==> src/rtl/ccff_cfg_pkg.sv <==
// Shared definitions for the configuration-chain loader: FSM states,
// per-switch-block chain lengths and a sizing helper.
package ccff_cfg_pkg;

    typedef enum logic [1:0] {
        IDLE  = 2'd0,
        SHIFT = 2'd1,
        DONE  = 2'd2
    } ccff_state_e;

    // sb_1__3_: 4x3 + 2x3 + 2x2 + 7x2 configuration bits
    localparam int SB_1__3_CHAIN_LEN = 36;

    function automatic int ceil_div(input int num, input int den);
        return (num + den - 1) / den;
    endfunction

endpackage

==> src/rtl/ccff_word_serializer.sv <==
// Single-word buffer that feeds one bit per cycle, LSB first, and refills in the
// same cycle its last bit leaves so a continuous stream has no bubbles.
module ccff_word_serializer
    import ccff_cfg_pkg::*;
#(
    parameter int WORD_W = 8
) (
    input  logic              clk,
    input  logic              reset,
    input  logic              flush,
    input  logic              active,
    input  logic              pass_last,
    input  logic [WORD_W-1:0] bs_data,
    input  logic              bs_valid,
    output logic              bs_ready,
    output logic              cur_bit,
    output logic              shift
);

    localparam int IDX_W = (WORD_W > 1) ? $clog2(WORD_W) : 1;
    localparam logic [IDX_W-1:0] LAST_IDX = IDX_W'(WORD_W - 1);

    logic [WORD_W-1:0] word_q, word_d;
    logic [IDX_W-1:0]  idx_q, idx_d;
    logic              full_q, full_d;
    logic              word_last;
    logic              drain;

    always_comb begin
        shift     = active & full_q;
        word_last = shift & (idx_q == LAST_IDX);
        // The last bit of a pass drops any unused upper bits of a partial word.
        drain     = word_last | (shift & pass_last);
        bs_ready  = active & (~full_q | (word_last & ~pass_last));
        cur_bit   = word_q[idx_q];

        word_d = word_q;
        idx_d  = idx_q;
        full_d = full_q;
        if (flush) begin
            full_d = 1'b0;
            idx_d  = '0;
        end else if (bs_valid & bs_ready) begin
            word_d = bs_data;
            idx_d  = '0;
            full_d = 1'b1;
        end else if (drain) begin
            full_d = 1'b0;
            idx_d  = '0;
        end else if (shift) begin
            idx_d = idx_q + IDX_W'(1);
        end
    end

    always_ff @(posedge clk) begin
        if (reset) begin
            word_q <= '0;
            idx_q  <= '0;
            full_q <= 1'b0;
        end else begin
            word_q <= word_d;
            idx_q  <= idx_d;
            full_q <= full_d;
        end
    end

endmodule

==> src/rtl/ccff_chain_loader.sv <==
// Configuration-chain loader: serialises a bitstream onto the chain head with a
// registered shift enable, optionally re-shifting it to verify the chain tail.
module ccff_chain_loader
    import ccff_cfg_pkg::*;
#(
    parameter int CHAIN_LEN = SB_1__3_CHAIN_LEN,
    parameter int WORD_W    = 8,
    parameter int ERR_W     = 8
) (
    input  logic              prog_clk,
    input  logic              prog_reset,
    input  logic              start,
    input  logic              verify_en,
    input  logic              abort,
    input  logic [WORD_W-1:0] bs_data,
    input  logic              bs_valid,
    output logic              bs_ready,
    output logic              ccff_head,
    output logic              ccff_shift_en,
    input  logic              ccff_tail,
    output logic              busy,
    output logic              done,
    output logic              pass_ok,
    output logic [ERR_W-1:0]  err_count
);

    localparam int CNT_W = $clog2(CHAIN_LEN + 1);
    localparam logic [CNT_W-1:0] LAST_BIT = CNT_W'(CHAIN_LEN - 1);

    ccff_state_e      state_q, state_d;
    logic [CNT_W-1:0] bit_cnt_q, bit_cnt_d;
    logic             pass_q, pass_d;
    logic             verify_q, verify_d;
    logic             head_q, head_d;
    logic             shift_en_q, shift_en_d;
    logic             cmp_q, cmp_d;
    logic             final_q, final_d;
    logic             done_q, done_d;
    logic             pass_ok_q, pass_ok_d;
    logic [ERR_W-1:0] err_q, err_d;

    logic active, pass_last, shift, cur_bit, accept_start;

    ccff_word_serializer #(.WORD_W(WORD_W)) u_ser (
        .clk      (prog_clk),
        .reset    (prog_reset),
        .flush    (abort),
        .active   (active),
        .pass_last(pass_last),
        .bs_data  (bs_data),
        .bs_valid (bs_valid),
        .bs_ready (bs_ready),
        .cur_bit  (cur_bit),
        .shift    (shift)
    );

    always_comb begin
        active       = (state_q == SHIFT);
        pass_last    = (bit_cnt_q == LAST_BIT);
        accept_start = start & ~abort & ((state_q == IDLE) | (state_q == DONE));

        state_d    = state_q;
        bit_cnt_d  = bit_cnt_q;
        pass_d     = pass_q;
        verify_d   = verify_q;
        head_d     = shift ? cur_bit : head_q;
        shift_en_d = shift;
        cmp_d      = shift & pass_q;
        final_d    = 1'b0;
        done_d     = final_q;
        pass_ok_d  = pass_ok_q;
        err_d      = err_q;

        // The bit on the outputs now is compared against the pre-shift tail.
        if (cmp_q && (ccff_tail != head_q) && (err_q != '1))
            err_d = err_q + ERR_W'(1);
        if (final_q)
            pass_ok_d = verify_q ? (err_d == '0) : 1'b1;

        if (abort) begin
            state_d    = IDLE;
            bit_cnt_d  = '0;
            pass_d     = 1'b0;
            shift_en_d = 1'b0;
            cmp_d      = 1'b0;
            done_d     = 1'b0;
            pass_ok_d  = 1'b0;
        end else if (accept_start) begin
            state_d   = SHIFT;
            bit_cnt_d = '0;
            pass_d    = 1'b0;
            verify_d  = verify_en;
            err_d     = '0;
            pass_ok_d = 1'b0;
        end else if (shift) begin
            if (pass_last) begin
                bit_cnt_d = '0;
                if (!pass_q && verify_q) begin
                    pass_d = 1'b1;
                end else begin
                    pass_d  = 1'b0;
                    state_d = DONE;
                    final_d = 1'b1;
                end
            end else begin
                bit_cnt_d = bit_cnt_q + CNT_W'(1);
            end
        end
    end

    always_ff @(posedge prog_clk) begin
        if (prog_reset) begin
            state_q    <= IDLE;
            bit_cnt_q  <= '0;
            pass_q     <= 1'b0;
            verify_q   <= 1'b0;
            head_q     <= 1'b0;
            shift_en_q <= 1'b0;
            cmp_q      <= 1'b0;
            final_q    <= 1'b0;
            done_q     <= 1'b0;
            pass_ok_q  <= 1'b0;
            err_q      <= '0;
        end else begin
            state_q    <= state_d;
            bit_cnt_q  <= bit_cnt_d;
            pass_q     <= pass_d;
            verify_q   <= verify_d;
            head_q     <= head_d;
            shift_en_q <= shift_en_d;
            cmp_q      <= cmp_d;
            final_q    <= final_d;
            done_q     <= done_d;
            pass_ok_q  <= pass_ok_d;
            err_q      <= err_d;
        end
    end

    assign busy          = active;
    assign ccff_head     = head_q;
    assign ccff_shift_en = shift_en_q;
    assign done          = done_q;
    assign pass_ok       = pass_ok_q;
    assign err_count     = err_q;

endmodule

==> config.mk <==
export PLATFORM = sky130hd
export DESIGN_NAME = ccff_chain_loader
export DESIGN_NICKNAME = d
export VERILOG_FILES = /design/src/rtl/ccff_cfg_pkg.sv /design/src/rtl/ccff_word_serializer.sv /design/src/rtl/ccff_chain_loader.sv
export SDC_FILE = /design/constraint.sdc
export NUM_CORES = 1
export LEC_CHECK = 0
export ABC_AREA = 1
export CORE_AREA = 2 2 60 62
export DETAILED_ROUTE_END_ITERATION = 16
export DIE_AREA = 0 0 62 64
export PLACE_DENSITY_LB_ADDON = 0.25
export SLEW_MARGIN = 20
export SYNTH_ARGS = -nofsm -noshare
export SYNTH_HDL_FRONTEND = slang
export SYNTH_HIERARCHICAL = 1
export SYNTH_SLANG_ARGS = --single-unit
==> constraint.sdc <==
create_clock -name prog_clk -period 3.9 [get_ports prog_clk]
set_input_delay 0.39 -clock prog_clk [delete_from_list [all_inputs] [get_ports prog_clk]]
set_output_delay 0.39 -clock prog_clk [all_outputs]
set_load 0.02 [all_outputs]
==> metrics.md <==
| Metric | Value |
|---|---|
| Gate power share | `0.053` |
| Post-Route WL | `3490 um` |
| Starting DRT DRC Count | `63` |
| # clock sinks | `36` |
| Antenna viol nets, final | `0` |
| First-pass GRT wire length | `5950 um` |
| Clock Power Share | `0.391` |
| DP Area | `2150 um2` |
| Ranking of synthesized cells by area | `dfxtp_1 40%, nand2_1 13%, nor2_1 10%, inv_1 8.2%, nand3_1 3.3%` |
| GRT overflow | `0` |
| Endpoint type of the worst setup path | `primary output` |
| Post-Syn Instances | `263` |
| Switching share of total power | `0.219` |
| Dpl cells | `336` |
| Final setup viols | `0` |
| Final hold viol count | `0` |
| F_max | `405 MHz` |
| Setup Total Neg Slack | `0 ns` |
| Buf/Inv on CP | `3` |
| Row cnt | `21` |
| Dpl hpwl | `2710 um` |
| Least-Margin Pin Slew | `0.471 ns` |
| Number of CTS-inserted buffers | `5` |
| Antenna Cells | `0` |
| Global Route Usage Sum | `0.200` |
| Total power | `0.668 mW` |
| Largest net degree at the start of global routing | `17` |
| Initial antenna violation count | `0` |
| Synth unique cells | `29` |
| Mapped cell area | `1820 um2` |
| First-pass detailed-route iteration total | `7` |
| Post-CTS sizing | `0` |
| NetSw | `0.146 mW` |
| Io pins | `29` |
| Final Cycle Share | `0.633` |
| CORE AREA | `3280 um2` |
| Fin nets | `316` |
| DRC viols | `0` |
| Initial Util | `0.555` |
| Startpoint types | `flop` |
| Fin area | `2230 um2` |
| Largest stage delay, worst path | `0.63 ns` |
| Post-synth top area cell | `dfxtp_1` |
| Post-CTS Setup Repair Bufs | `0` |
| Clock latency at the later pin of the worst-skew pair | `0.35 ns` |
| Setup Crit Path Kind | `flop to primary output` |
| Clk pin slew, worst setup/hold paths | `0.12 ns` |
| Clock skew | `0.0138 ns` |
| HP Class | `flop to flop` |
| Via density per instance | `4.72` |
| Power Dens Cells | `300 nW/um2` |
| Rel. slew slack | `0.685` |
| Clock Path Buffers | `2` |
| Hold slack | `0.458 ns` |
| Layout cell share with drive strength beyond 1 | `0.0973` |
| YS warnings | `6` |
| Worst vdd ir | `0.256 mV` |
| Vias | `1624` |
| Arrival @ worst endpoint | `2.08 ns` |
| Die X | `62 um` |
| CTS tree | `built` |
| Synth async-reset ratio | `0` |
| Critical Path RT | `3.51 ns` |
| Reg power frac | `0.555` |
| H-Tree Depth | `2` |
| Synth Flop Type | `dfxtp_1` |
| Share of the synthesized area in the top cell type | `0.396` |
| # port buffers | `28` |
| Wire length per cell | `10.1 um` |
| Min Tclk post-route | `2.47 ns` |
| Register area share after synthesis | `0.396` |
| Crit-path leading delay family | `buffers and inverters` |
| Internal | `0.521 mW` |
| Post-synth EDFFs | `0` |
| Gpl congestion | `0.837` |
| Synthesized net count | `282` |
| Critical-path maximum fanout | `3` |
| Status | `complete, no violations` |
| Most frequent CP cell | `inv_1` |
| Syn_area_per_cell | `6.93 um2` |
| Post-Layout Cell Count | `344` |
| CP Cell Sequence | `ha_1 > nor3b_1 > nand3_1 > inv_1 > inv_1 > nand2_2 > a21boi_0 > clkdlybuf4s50_1` |
| Slew Limit Fails | `0` |
| Die height | `64 um` |
| Die area | `3970 um2` |
| Area Overhead vs Synth | `22.3%` |
| CTS Hold Buffers Added | `0` |
| Vias in the first global route | `1462` |
| Slowest-stage cell, CP | `clkdlybuf4s50_1` |
| Yosys reg bits | `36` |
| RSZ-0062 raised after global routing | `no` |
| Clock Root Buffer | `clkbuf_4` |
| Max cap viols | `0` |
| Leakage | `0.961 nW` |
Yosys cell counts, types with 2 or more instances:
| cell type | n |
|---|---|
| nand2_2 | 7 |
| dfxtp_1 | 36 |
| nor2_1 | 50 |
| nor3_1 | 2 |
| nand2_1 | 64 |
| a21oi_1 | 10 |
| xor2_1 | 5 |
| o21ai_0 | 8 |
| nor2_4 | 3 |
| inv_2 | 3 |
| inv_1 | 40 |
| ha_1 | 4 |
| nand3_1 | 12 |
| a21boi_0 | 2 |
| nand4_1 | 3 |
flip-flops by register name, summed over array words and instances, names as in the netlist, 2 cells and up:
register	flops
bit_cnt_q	6
err_count	8
state_q	2
u_ser/idx_q	3
u_ser/word_q	8
worst min-delay path: stages (launching register included):
cell	delay (ns)
dfxtp_1	0.34
inv_1	0.05
nor2_1	0.04
power by group through the flow:
stage               Sequential [mW]  Clock [mW]  Combinational [mW]
floorplan                     0.379           0              0.0152
global placement              0.379           0              0.0350
detailed placement            0.379           0              0.0357
CTS                           0.371       0.270              0.0359
global route                  0.371       0.284              0.0396
finish                        0.371       0.261              0.0356
routing by layer:
layer  up-vias  wire length (um)  track usage
li1        879                 -            -
met1       702              1600        0.241
met2        36              1660        0.320
met3         7               152       0.0547
met4         0                74       0.0931
met5         -                 0            0
through the flow:
step | worst slack (ns) | utilization
3_5_place_dp | 1.82 | 0.654
4_1_cts | 1.41 | 0.678
2_1_floorplan | 1.88 | -
6_report | 1.43 | 0.678
3_3_place_gp | 1.86 | 0.654
5_1_grt | 1.29 | 0.678
cell families after synthesis:
group,after synthesis,synth area share
buf+inv,44,0.0948
simple gates,148,0.375
fa+ha+maj,4,0.0275
xor+xnor,6,0.0288
flops,36,0.396
compound gates,25,0.0783
layout by cell type (no fill, tap or decap), drive strengths merged, types with 4 or more instances in the layout:
| cell | netlist | routed |
|---|---|---|
| nand2 | 73 | 73 |
| nor2 | 53 | 53 |
| inv | 43 | 43 |
| dfxtp | 36 | 36 |
| clkdlybuf4s50 | 0 | 28 |
| nand3 | 13 | 13 |
| a21oi | 11 | 11 |
| o21ai | 10 | 10 |
| xor2 | 5 | 5 |
| clkbuf | 0 | 5 |
| ha | 4 | 4 |
| nand4 | 4 | 4 |
final timing paths:
path	from	endpoint	slack (ns)	depth (start not counted)
max	bit_cnt_q[0]	bs_ready	1.43	8
min	final_q	done	0.46	2
max reg2reg	state_q[0]	bit_cnt_q[5]	1.80	9
min reg2reg	final_q	done	0.46	2
area by class of cell:
class / instances / area (um2)
Fill cell: 313 / 1060
Inverter: 43 / 161
Clock inverter: 3 / 42.5
Clock buffer: 5 / 37.5
Timing Repair Buffer: 28 / 280
Tap cell: 46 / 57.6
Multi-Input combinational cell: 183 / 928
Sequential cell: 36 / 721
No activity file was read; power rests on OpenSTA's default activity.
